<file path="src/rtl/vend_seq.sv">
// vend_seq: four-product vending sequencer tracking coin credit, stock and change.
// Define VEND_TIMEOUT_EN to refund idle credit after TIMEOUT quiet cycles.
module vend_seq #(
  parameter int unsigned PRICE0     = 3,
  parameter int unsigned PRICE1     = 4,
  parameter int unsigned PRICE2     = 2,
  parameter int unsigned PRICE3     = 6,
  parameter int unsigned STOCK_MAX  = 7,
  parameter int unsigned CREDIT_MAX = 20,
  parameter int unsigned TIMEOUT    = 255
) (
  input  logic       clk,
  input  logic       rst,
  input  logic [1:0] coin,
  input  logic       sel_valid,
  input  logic [1:0] sel,
  input  logic       cancel,
  input  logic       refill,
  output logic       vend,
  output logic [1:0] vend_id,
  output logic       change,
  output logic [4:0] credit,
  output logic       busy,
  output logic       coin_rej,
  output logic [3:0] sold_out
);

  typedef enum logic [1:0] {
    IDLE,
    CREDIT,
    VEND,
    CHANGE
  } state_t;

  localparam logic [3:0] STOCK_FULL = 4'(STOCK_MAX);
  localparam logic [5:0] CREDIT_CAP = 6'(CREDIT_MAX);

  state_t          state;
  logic [3:0][3:0] stock;
  logic [4:0]      price;
  logic [1:0]      coin_units;
  logic [5:0]      credit_sum;
  logic            open_st;
  logic            do_cancel;
  logic            do_sel;
  logic            do_coin;
  logic            do_tmo;

  always_comb begin
    price = '0;
    unique case (sel)
      2'd0: price = 5'(PRICE0);
      2'd1: price = 5'(PRICE1);
      2'd2: price = 5'(PRICE2);
      2'd3: price = 5'(PRICE3);
    endcase
  end

  always_comb begin
    coin_units = 2'd0;
    unique case (coin)
      2'b01:   coin_units = 2'd1;
      2'b10:   coin_units = 2'd2;
      default: coin_units = 2'd0;
    endcase
  end

  // cancel beats a purchase, a purchase beats a coin
  assign open_st    = (state == IDLE) || (state == CREDIT);
  assign credit_sum = {1'b0, credit} + {4'd0, coin_units};
  assign do_cancel  = (state == CREDIT) && cancel;
  assign do_sel     = open_st && !do_cancel && sel_valid
                   && (credit >= price)
                   && (stock[sel] != 4'd0);
  assign do_coin    = open_st && !do_cancel && !do_sel
                   && (coin_units != 2'd0)
                   && (credit_sum <= CREDIT_CAP);

`ifdef VEND_TIMEOUT_EN
  localparam int unsigned TW = (TIMEOUT > 1) ? $clog2(TIMEOUT) : 1;
  localparam logic [TW-1:0] IDLE_LAST = TW'(TIMEOUT - 1);

  logic [TW-1:0] idle_cnt;
  logic          activity;

  assign activity = (coin != 2'b00) || sel_valid || cancel;
  assign do_tmo   = (state == CREDIT) && !activity
                 && (idle_cnt == IDLE_LAST);

  always_ff @(posedge clk) begin
    if (rst || (state != CREDIT) || activity || do_tmo)
      idle_cnt <= '0;
    else
      idle_cnt <= idle_cnt + TW'(1);
  end
`else
  localparam int unsigned unused_timeout = TIMEOUT;
  assign do_tmo = 1'b0;
`endif

  always_ff @(posedge clk) begin
    if (rst) begin
      state    <= IDLE;
      credit   <= '0;
      stock    <= {4{STOCK_FULL}};
      vend     <= 1'b0;
      vend_id  <= 2'd0;
      change   <= 1'b0;
      busy     <= 1'b0;
      coin_rej <= 1'b0;
    end else begin
      vend     <= 1'b0;
      vend_id  <= 2'd0;
      change   <= 1'b0;
      coin_rej <= (coin != 2'b00) && !do_coin;
      busy     <= do_cancel || do_sel || do_tmo
               || ((state == VEND) && (credit != 5'd0))
               || ((state == CHANGE) && (credit > 5'd1));
      unique case (state)
        IDLE, CREDIT: begin
          if (refill && (state == IDLE))
            stock <= {4{STOCK_FULL}};
          unique case (1'b1)
            do_cancel: state <= CHANGE;
            do_tmo:    state <= CHANGE;
            do_sel: begin
              state      <= VEND;
              vend       <= 1'b1;
              vend_id    <= sel;
              credit     <= credit - price;
              stock[sel] <= stock[sel] - 4'd1;
            end
            do_coin: begin
              state  <= CREDIT;
              credit <= credit_sum[4:0];
            end
            default: ;
          endcase
        end
        VEND: begin
          state <= (credit != 5'd0) ? CHANGE : IDLE;
        end
        CHANGE: begin
          if (credit != 5'd0) begin
            change <= 1'b1;
            credit <= credit - 5'd1;
          end
          if (credit <= 5'd1)
            state <= IDLE;
        end
        default: state <= IDLE;
      endcase
    end
  end

  always_comb begin
    sold_out = '0;
    for (int i = 0; i < 4; i++)
      sold_out[i] = (stock[i] == 4'd0);
  end

endmodule

</file>
<file path="config.mk">
export PLATFORM = sky130hd
export DESIGN_NAME = vend_seq
export DESIGN_NICKNAME = d
export VERILOG_FILES = /design/src/rtl/vend_seq.sv
export SDC_FILE = /design/constraint.sdc
export NUM_CORES = 1
export LEC_CHECK = 0
export ABC_AREA = 1
export BUFFER_PORTS_ARGS = -buffer_cell sky130_fd_sc_hd__buf_2
export CORE_MARGIN = 2
export CORE_UTILIZATION = 50
export CTS_BUF_LIST = sky130_fd_sc_hd__clkbuf_8
export CTS_CLUSTER_SIZE = 14
export DETAILED_ROUTE_END_ITERATION = 8
export PLACE_DENSITY = 0.7
export SYNTH_ARGS = -nofsm -noshare
export SYNTH_HDL_FRONTEND = slang
export SYNTH_SLANG_ARGS = --single-unit
export TNS_END_PERCENT = 30
</file>
<file path="constraint.sdc">
create_clock -name clk -period 2.4 [get_ports clk]
set_input_delay 0.12 -clock clk [delete_from_list [all_inputs] [get_ports clk]]
set_output_delay 0.12 -clock clk [all_outputs]
set_load 0.02 [all_outputs]
</file>
== Yosys cells after proc, flatten, opt, wreduce, memory -nomap -nowiden ==
Cells that the tools add are included.

* $add $sub $neg: 4
* Multiplexer cells: 20
* Magnitude comparators: 6
* Div/mod/pow operators: 0
* Eq/ne operators: 12
* Bitwise gates (word level): 3
* Reductions and logical operators: 37
* Multipliers: 0
* Shift operators: 0

{| class="wikitable"
|+ Operator list
! cell !! count
|-
| 2-to-1 mux 16 bit || 4
|-
| one-hot mux 5 bit (2 select lines) || 2
|-
| one-hot mux 5 bit (4 select lines) || 1
|-
| bitwise mux 16 bit || 1
|-
| zero test 4 bit || 4
|-
| logical AND 1 bit || 13
|-
| one-hot mux 2 bit (3 select lines) || 2
|-
| == test 2 bit, second input constant || 5
|-
| binary-select mux 4 bit (select 2 bit) || 1
|-
| demux 4 bit (select 2 bit) || 1
|-
| 2-to-1 mux 4 bit || 2
|-
| adder 5 x 2 -> 6 bit || 1
|-
| == test 2 x 1 -> 1 bit, second input constant || 3
|-
| <= comparator 6 x 5 -> 1 bit, second input constant || 1
|-
| nonzero test 2 bit || 3
|-
| OR reduction 2 bit || 3
|-
| >= comparator 5 bit || 1
|-
| greater-than comparator 5 x 1 -> 1 bit, second input constant || 1
|-
| <= comparator 5 x 1 -> 1 bit, second input constant || 1
|-
| 2-to-1 mux 5 bit || 1
|-
| nonzero test 5 bit || 1
|-
| subtractor 5 x 1 -> 5 bit, second input constant || 1
|-
| subtractor 5 bit || 1
|-
| zero test 2 bit || 2
|-
| 17 further kinds || 26
|}

* Flip-flop bits (word level): 29
* Input port bits: 9
* Logic and storage cells: 93
* Memory bits (read-only): 0
* Latch bits: 0
* Output and inout port bits: 15
* Memories kept: 0
* Bits in writable memories: 0

== Logic depth before layout (Yosys ltp) ==
Gate-level depths: netlist (run 1).

* Word-level depth: 13
* Mapped depth: 16
* Gate-level depth less buffers: 16

== Worst setup path after synthesis (run 1) ==
Ideal clock, no wire load.

* Path type: reg-to-reg
* Start: reg credit[0]
* End: reg credit[0]
* Setup slack: 214 ps
* Period minus slack after synthesis: 2186 ps
* Setup time: 112 ps
* Stages on the path, launching flop included: 13
* Arrival time: 2074 ps
* Path buffers: 0
* Cell sequence: dfxtp_1 -> ha_1 -> inv_1 -> fa_1 -> inv_1 -> nand3_1 -> xor2_1 -> a21oi_2 -> nand3_1 -> nand2_1 -> nor2_1 -> nor2_1 -> nor2_1

* Word-level cells in the longest chain between the ends: 9

{| class="wikitable"
|+ Ends and longest elaborated chain
! element !! RTL line !! RTL
|-
| start, declared || 22 || <nowiki>output logic [4:0] credit,</nowiki>
|-
| start signal, assigned || 130 || <nowiki>credit <= credit - price;</nowiki>
|-
| start signal, assigned || 135 || <nowiki>credit <= credit_sum[4:0];</nowiki>
|-
| start signal, assigned || 146 || <nowiki>credit <= credit - 5'd1;</nowiki>
|-
| parallel branches: the longest is 9 deep, another holds adder 5 x 2 -> 6 bit || n/a ||
|}

Several ways; the timed one is not identified. The select of a mux whose other input is x is not followed.
A chain may end at the register's enable or synchronous reset.

== Worst setup path after layout (run 1) ==
* Start: reg credit[0]
* End: reg credit[4]

Same word-level chain as after synthesis.

==> results of run 1 <==
## where the power goes
part           switching (µW)  total [µW]  internal (µW)
Combinational            1050        1610            565
Sequential                160         807            647
Clock                     184         407            223
## through the flow
stage | util | hold slack, ns | instances
floorplan | - | 0.315 | 321
detailed placement | 0.564 | 0.515 | 393
finish | 0.588 | 0.250 | 400
CTS | 0.586 | 0.234 | 400
global route | 0.588 | 0.256 | 400
global placement | 0.564 | 0.510 | 393
## layout make-up
class	instances	area, µm²
Clock buffer	6	82.6
Clock inverter	1	3.75
Fill cell	403	1660
Inverter	36	138
Multi-Input combinational cell	247	1330
Sequential cell	29	581
Tap cell	50	62.6
Timing Repair Buffer	31	175
## critical path: stages (launching register included)
cell and delay, ns:
dfxtp_1 0.40, ha_1 0.21, inv_1 0.06, fa_1 0.40, inv_1 0.08, nand3_1 0.10, xor2_2 0.19, a21oi_2 0.36
nand3_1 0.13, nand3_1 0.12, nand3_1 0.08, nand2_1 0.06, inv_1 0.03
## cells in the mapped netlist
cell type / n
nand2_1: 77
nor2_1: 33
inv_1: 30
dfxtp_1: 29
nand3_1: 29
o21ai_0: 24
a21oi_1: 22
ha_1: 11
nor3_1: 11
nor2_2: 5
nor4_1: 4
xor2_1: 4
buf_6: 3
clkbuf_1: 3
inv_2: 3
nand3_2: 3
o211ai_1: 3
a21boi_0: 2
buf_2: 2
clkinv_1: 2
fa_1: 2
nand2_4: 2
nand3b_1: 2
nor2_4: 2
o21ai_1: 2
xnor2_1: 2
a211oi_1: 1
a21oi_2: 1
and2_1: 1
and3_1: 1
buf_1: 1
inv_4: 1
nand2_2: 1
nor3b_1: 1
o31ai_1: 1
## layer usage
layer	global-route usage	wire [µm]
met1	0.368	2630
met2	0.363	2220
met5	0	0
met3	0.0649	437
met4	0.0686	51
## state kept, by name, indices dropped and copies added, names as in the netlist
| signal | count |
|---|---|
| change | 1 |
| busy | 1 |
| stock | 16 |
| state | 2 |
| vend_id | 2 |
| coin_rej | 1 |
| credit | 5 |
| vend | 1 |
## cell families after synthesis
| kind of cell | Yosys count | share of synthesized area |
|---|---|---|
| AO/OA/AOI/OAI | 56 | 0.144 |
| XOR/XNOR | 6 | 0.0251 |
| adder cells (fa/ha/maj) | 13 | 0.0848 |
| buffers and inverters | 45 | 0.0938 |
| flip-flops | 29 | 0.277 |
| AND/OR/NAND/NOR | 172 | 0.375 |
## how the worst min path moves through the flow
stage / depth (start not counted) / to / slack (ns) / start
6_report: 3 / vend_id[0] / 0.25 / sel[0]
5_1_grt: 3 / vend_id[0] / 0.26 / sel[0]
4_1_cts: 3 / vend_id[1] / 0.23 / sel[1]
3_5_place_dp: 2 / stock[3] / 0.51 / stock[3]
3_3_place_gp: 2 / stock[7] / 0.51 / stock[7]
2_1_floorplan: 2 / vend_id[1] / 0.31 / sel[1]
==> impl_metrics.tcl, run 1 <==
set metrics [dict create \
    hpwlAfterDp_um 3910 \
    fp-row-count 23 \
    initial_utilization 0.520 \
    grt_max_degree 22 \
    drcViolationCount 0 \
    grt_antenna_before_repair 0 \
    post_cts.repair.setup_buffers 0 \
    layout_min_cycle_time_ns 2.30 \
    io_buffers 23 \
    critical_setup_path_class "reg -> reg" \
    vdd.ir_drop.worst_mv 0.528 \
    post_dp_cell_area_um2 2270 \
    synth_fp_nets 343 \
    tritoncts "yes" \
    synth.cell_area_um2 2090 \
    p_leak_uw 0.00122 \
    vias_per_cell 5.34 \
    worst_clock_skew_ns 0.0115 \
    post_cts_hold_buffer_count 0 \
    report.power.total_uw 2830 \
    cp.arrival_ns 2.49 \
    post-route-worst-setup-slack_ns 0.0976 \
    share_of_cells_above_drive_strength_1 0.160 \
    cts.root.buffer_cell "clkbuf_8" \
    totalNegativeSetupSlack_ns 0 \
    holdCritPathClass "in -> reg" \
    drv_cap 0 \
    clock-sinks 29 \
    clock_latency_ns 0.28 \
    tightestPinTransition_ns 0.423 \
    yosysUniqueCellTypes 35 \
    chipWidth_um 68.7 \
    synth.ff_latch_count 29 \
    finalWeightedCongestion 0.929 \
    dr.pass1.iters 4 \
    clock_tree.buffer_depth 2 \
    post-synth-top-area-cell "dfxtp_1" \
    mostFrequentLayoutCell "nand2_1" \
    ff2ff_path_depth 12 \
    final_area_um2 2370 \
    worst_slew_margin_rel 0.718 \
    drt_iter0_drc 159 \
    post_route_ant_nets 0 \
    final-setup-viol-count 0 \
    grt_pass1_vias 1866 \
    timing.critical_path.required_ns 2.59 \
    yosysWarnings 0 \
    outcome "completed" \
    groute.usage.overall 0.252 \
    core_region_um2 4030 \
    drt_wl_total_um 5340 \
    timing.rr.start "credit[0]" \
    min_period_over_period 0.959 \
    power_per_cell_area_nw_per_um2 1190 \
    reg2reg_to "credit[4]" \
    layout_common_cells "77 x nand2_1, 33 x nor2_1, 31 x inv_1, 29 x nand3_1, 29 x dfxtp_1" \
    final_nets 372 \
    preCtsSetupSlack_ns 0.0924 \
    synth_top_cell_area_share 0.277 \
    grt_pass1_wl_um 8750 \
    synth.top_cells.by_area "dfxtp_1 28%, nand2_1 14%, nand3_1 6.9%" \
    yosysSeqAreaShare 0.277 \
    crit_end "credit[4]" \
    cts_inserted_buffers 5 \
    n_antenna_cell 0 \
    synth_area_per_cell_um2 6.52 \
    final_hold_viol_count 0 \
    h_tree_level_count 2 \
    final_max_slew_viol_count 0 \
    die_y_um 68.7 \
    ctsResizeCount 0 \
    type_of_origin_of_the_critical_path "flop" \
    fmax_mhz 434 \
    avgRoutedWirePerCell_um 13.3 \
    ff2ff_setup_slack_ns 0.1 \
    worst-path-max-fanout 8 \
    die-area_um2 4720 \
    grt_overflow_total 0 \
    rsz0062_at_grt "yes" \
    crit_path_end_kind "flop" \
    clk_pin_slew_ns 0.07 \
    startpoint "credit[0]" \
    post_synth_inst_count 321 \
    vias 2137 \
    layout-area-overhead-vs-synth_pct 13.0 \
    num_io_pins 24 \
]
No activity file was read; power rests on OpenSTA's default activity.
==> run 2: changes to the inputs <==
BUFFER_PORTS_ARGS = -buffer_cell sky130_fd_sc_hd__clkbuf_2   (was -buffer_cell sky130_fd_sc_hd__buf_2)
==> run 2 against run 1 <==
Maximum frequency increased by 3.2%; die area unchanged; setup slack gained 0.072 ns; clock-buffer cell count unchanged; critical path depth is the same; flip-flop and latch count unchanged; critical path type unchanged; largest power group unchanged.
==> impl_metrics.tcl, run 2 (synthesis gave the netlist of run 1 again) <==
set metrics [dict create \
    outcome "completed" \
    worst_clock_skew_ns 0.00993 \
    fillCellCount 403 \
    path_common_cell "nand3_1" \
    h_tree_level_count 2 \
    post_dp_cell_area_um2 2290 \
    tritoncts "yes" \
    top_register "stock" \
    largestRegisters "stock (16), credit (5)" \
    groute.usage.overall 0.257 \
    hpwlAfterDp_um 4010 \
    core_region_um2 4030 \
    report.power.total_uw 3040 \
    mostFrequentLayoutCell "nand2_1" \
    cts_inserted_buffers 5 \
    final_area_um2 2430 \
    die_y_um 68.7 \
    layout_min_cycle_time_ns 2.23 \
    drv_cap 0 \
    critical_setup_path_class "reg -> reg" \
    vias 2180 \
    crit_path_cell_trace "ha_2 -> inv_1 -> fa_2 -> inv_1 -> nand3_1 -> xor2_2 -> a21oi_4 -> nand3_1 -> nand3_1 -> nand3_1 -> nand2_1 -> inv_1" \
    grt_antenna_before_repair 0 \
    power_per_cell_area_nw_per_um2 1250 \
    share_of_cells_above_drive_strength_1 0.176 \
    fmax_mhz 448 \
    layout-area-overhead-vs-synth_pct 16.1 \
    dr.pass1.iters 5 \
    crit_path_top_delay_cell "dfxtp_2" \
    clk_pin_slew_ns 0.07 \
    die-area_um2 4720 \
    timing.critical_path.required_ns 2.58 \
    io_buffers 23 \
    cp.arrival_ns 2.42 \
    preCtsSetupSlack_ns 0.115 \
    layout_common_cells "77 x nand2_1, 33 x nor2_1, 31 x inv_1, 29 x nand3_1, 28 x dfxtp_1" \
    flip_flop_count_of_the_largest_register_all_copies_and_words_added 16 \
    grt_pass1_vias 1904 \
    post_route_ant_nets 0 \
    min_period_over_period 0.929 \
    num_io_pins 24 \
    grt_max_degree 22 \
    final_hold_viol_count 0 \
    holdCritPathClass "in -> reg" \
    final-setup-viol-count 0 \
    final_nets 374 \
    p_leak_uw 0.00124 \
    clock_latency_ns 0.29 \
    grt_overflow_total 0 \
    layout.core_utilization 0.603 \
    worst_slew_margin_rel 0.690 \
    chipWidth_um 68.7 \
    drcViolationCount 0 \
    type_of_origin_of_the_critical_path "flop" \
    vias_per_cell 5.41 \
    vdd.ir_drop.worst_mv 0.598 \
    cts.root.buffer_cell "clkbuf_8" \
    finalWeightedCongestion 0.946 \
    clock_tree.buffer_depth 2 \
    initial_utilization 0.520 \
    n_antenna_cell 0 \
    fp-row-count 23 \
    drt_iter0_drc 157 \
    drt_wl_total_um 5640 \
    crit_path_end_kind "flop" \
    clock-sinks 29 \
    post-route-worst-setup-slack_ns 0.169 \
    grt_pass1_wl_um 8850 \
    tightestPinTransition_ns 0.465 \
    final_max_slew_viol_count 0 \
    worst-path-max-fanout 8 \
    avgRoutedWirePerCell_um 14.0 \
    critical-path-max-stage-delay_ns 0.36 \
]
[run 2: worst paths after layout]
check	start	endpoint	slack (ns)	depth (start not counted)
max	credit[0]	credit[4]	0.17	12
min reg2reg	stock[11]	stock[11]	0.53	2
min	coin[1]	coin_rej	0.22	4
max reg2reg	credit[0]	credit[4]	0.17	12
[run 2: final cells by class]
type	instances	area [µm²]	share of cell area
repair buffers	33	190	0.0782
multi-input cells	247	1340	0.552
clock inverters	2	33.8	0.0139
well taps	50	62.6	0.0257
flip-flops and latches	29	582	0.239
inverters	36	138	0.0566
clock buffers	6	82.6	0.0340
[run 2: where the power goes]
part / internal, µW / switching, µW / total, µW / leakage [µW]
clock network: 334 / 199 / 533 / 0.0000626
registers: 649 / 161 / 810 / 0.000239
logic: 595 / 1100 / 1700 / 0.000937
[run 2: critical path: cells and delay by family, from the launching register on]
family / cells / cell delay [ns]
compound gates: 1 / 0.28
xor+xnor: 1 / 0.24
fa+ha+maj: 2 / 0.54
buf+inv: 3 / 0.16
flops: 1 / 0.36
simple gates: 5 / 0.52
[run 2: per-layer routing]
layer	part of all wire	global-route usage	routed length [µm]
met1	0.48	0.370	2730
met3	0.076	0.0649	426
met5	0	0	0
met4	0.013	0.0882	73
met2	0.43	0.370	2420
[run 2: metrics by stage]
stage	setup TNS [ns]	std cells	hold WS [ns]
after floorplan	0	321	0.315
after global placement	0	395	0.513
after detailed placement	0	395	0.518
after CTS	0	403	0.221
after global routing	-0.00819	403	0.277
final	0	403	0.220
[run 2: repair_timing]
action / 4_1_cts / 5_1_grt
setup endpoints to repair: 0 / 5
buffers inserted: 0 / 0
gates resized for setup: 0 / 6
hold buffers: 0 / 0
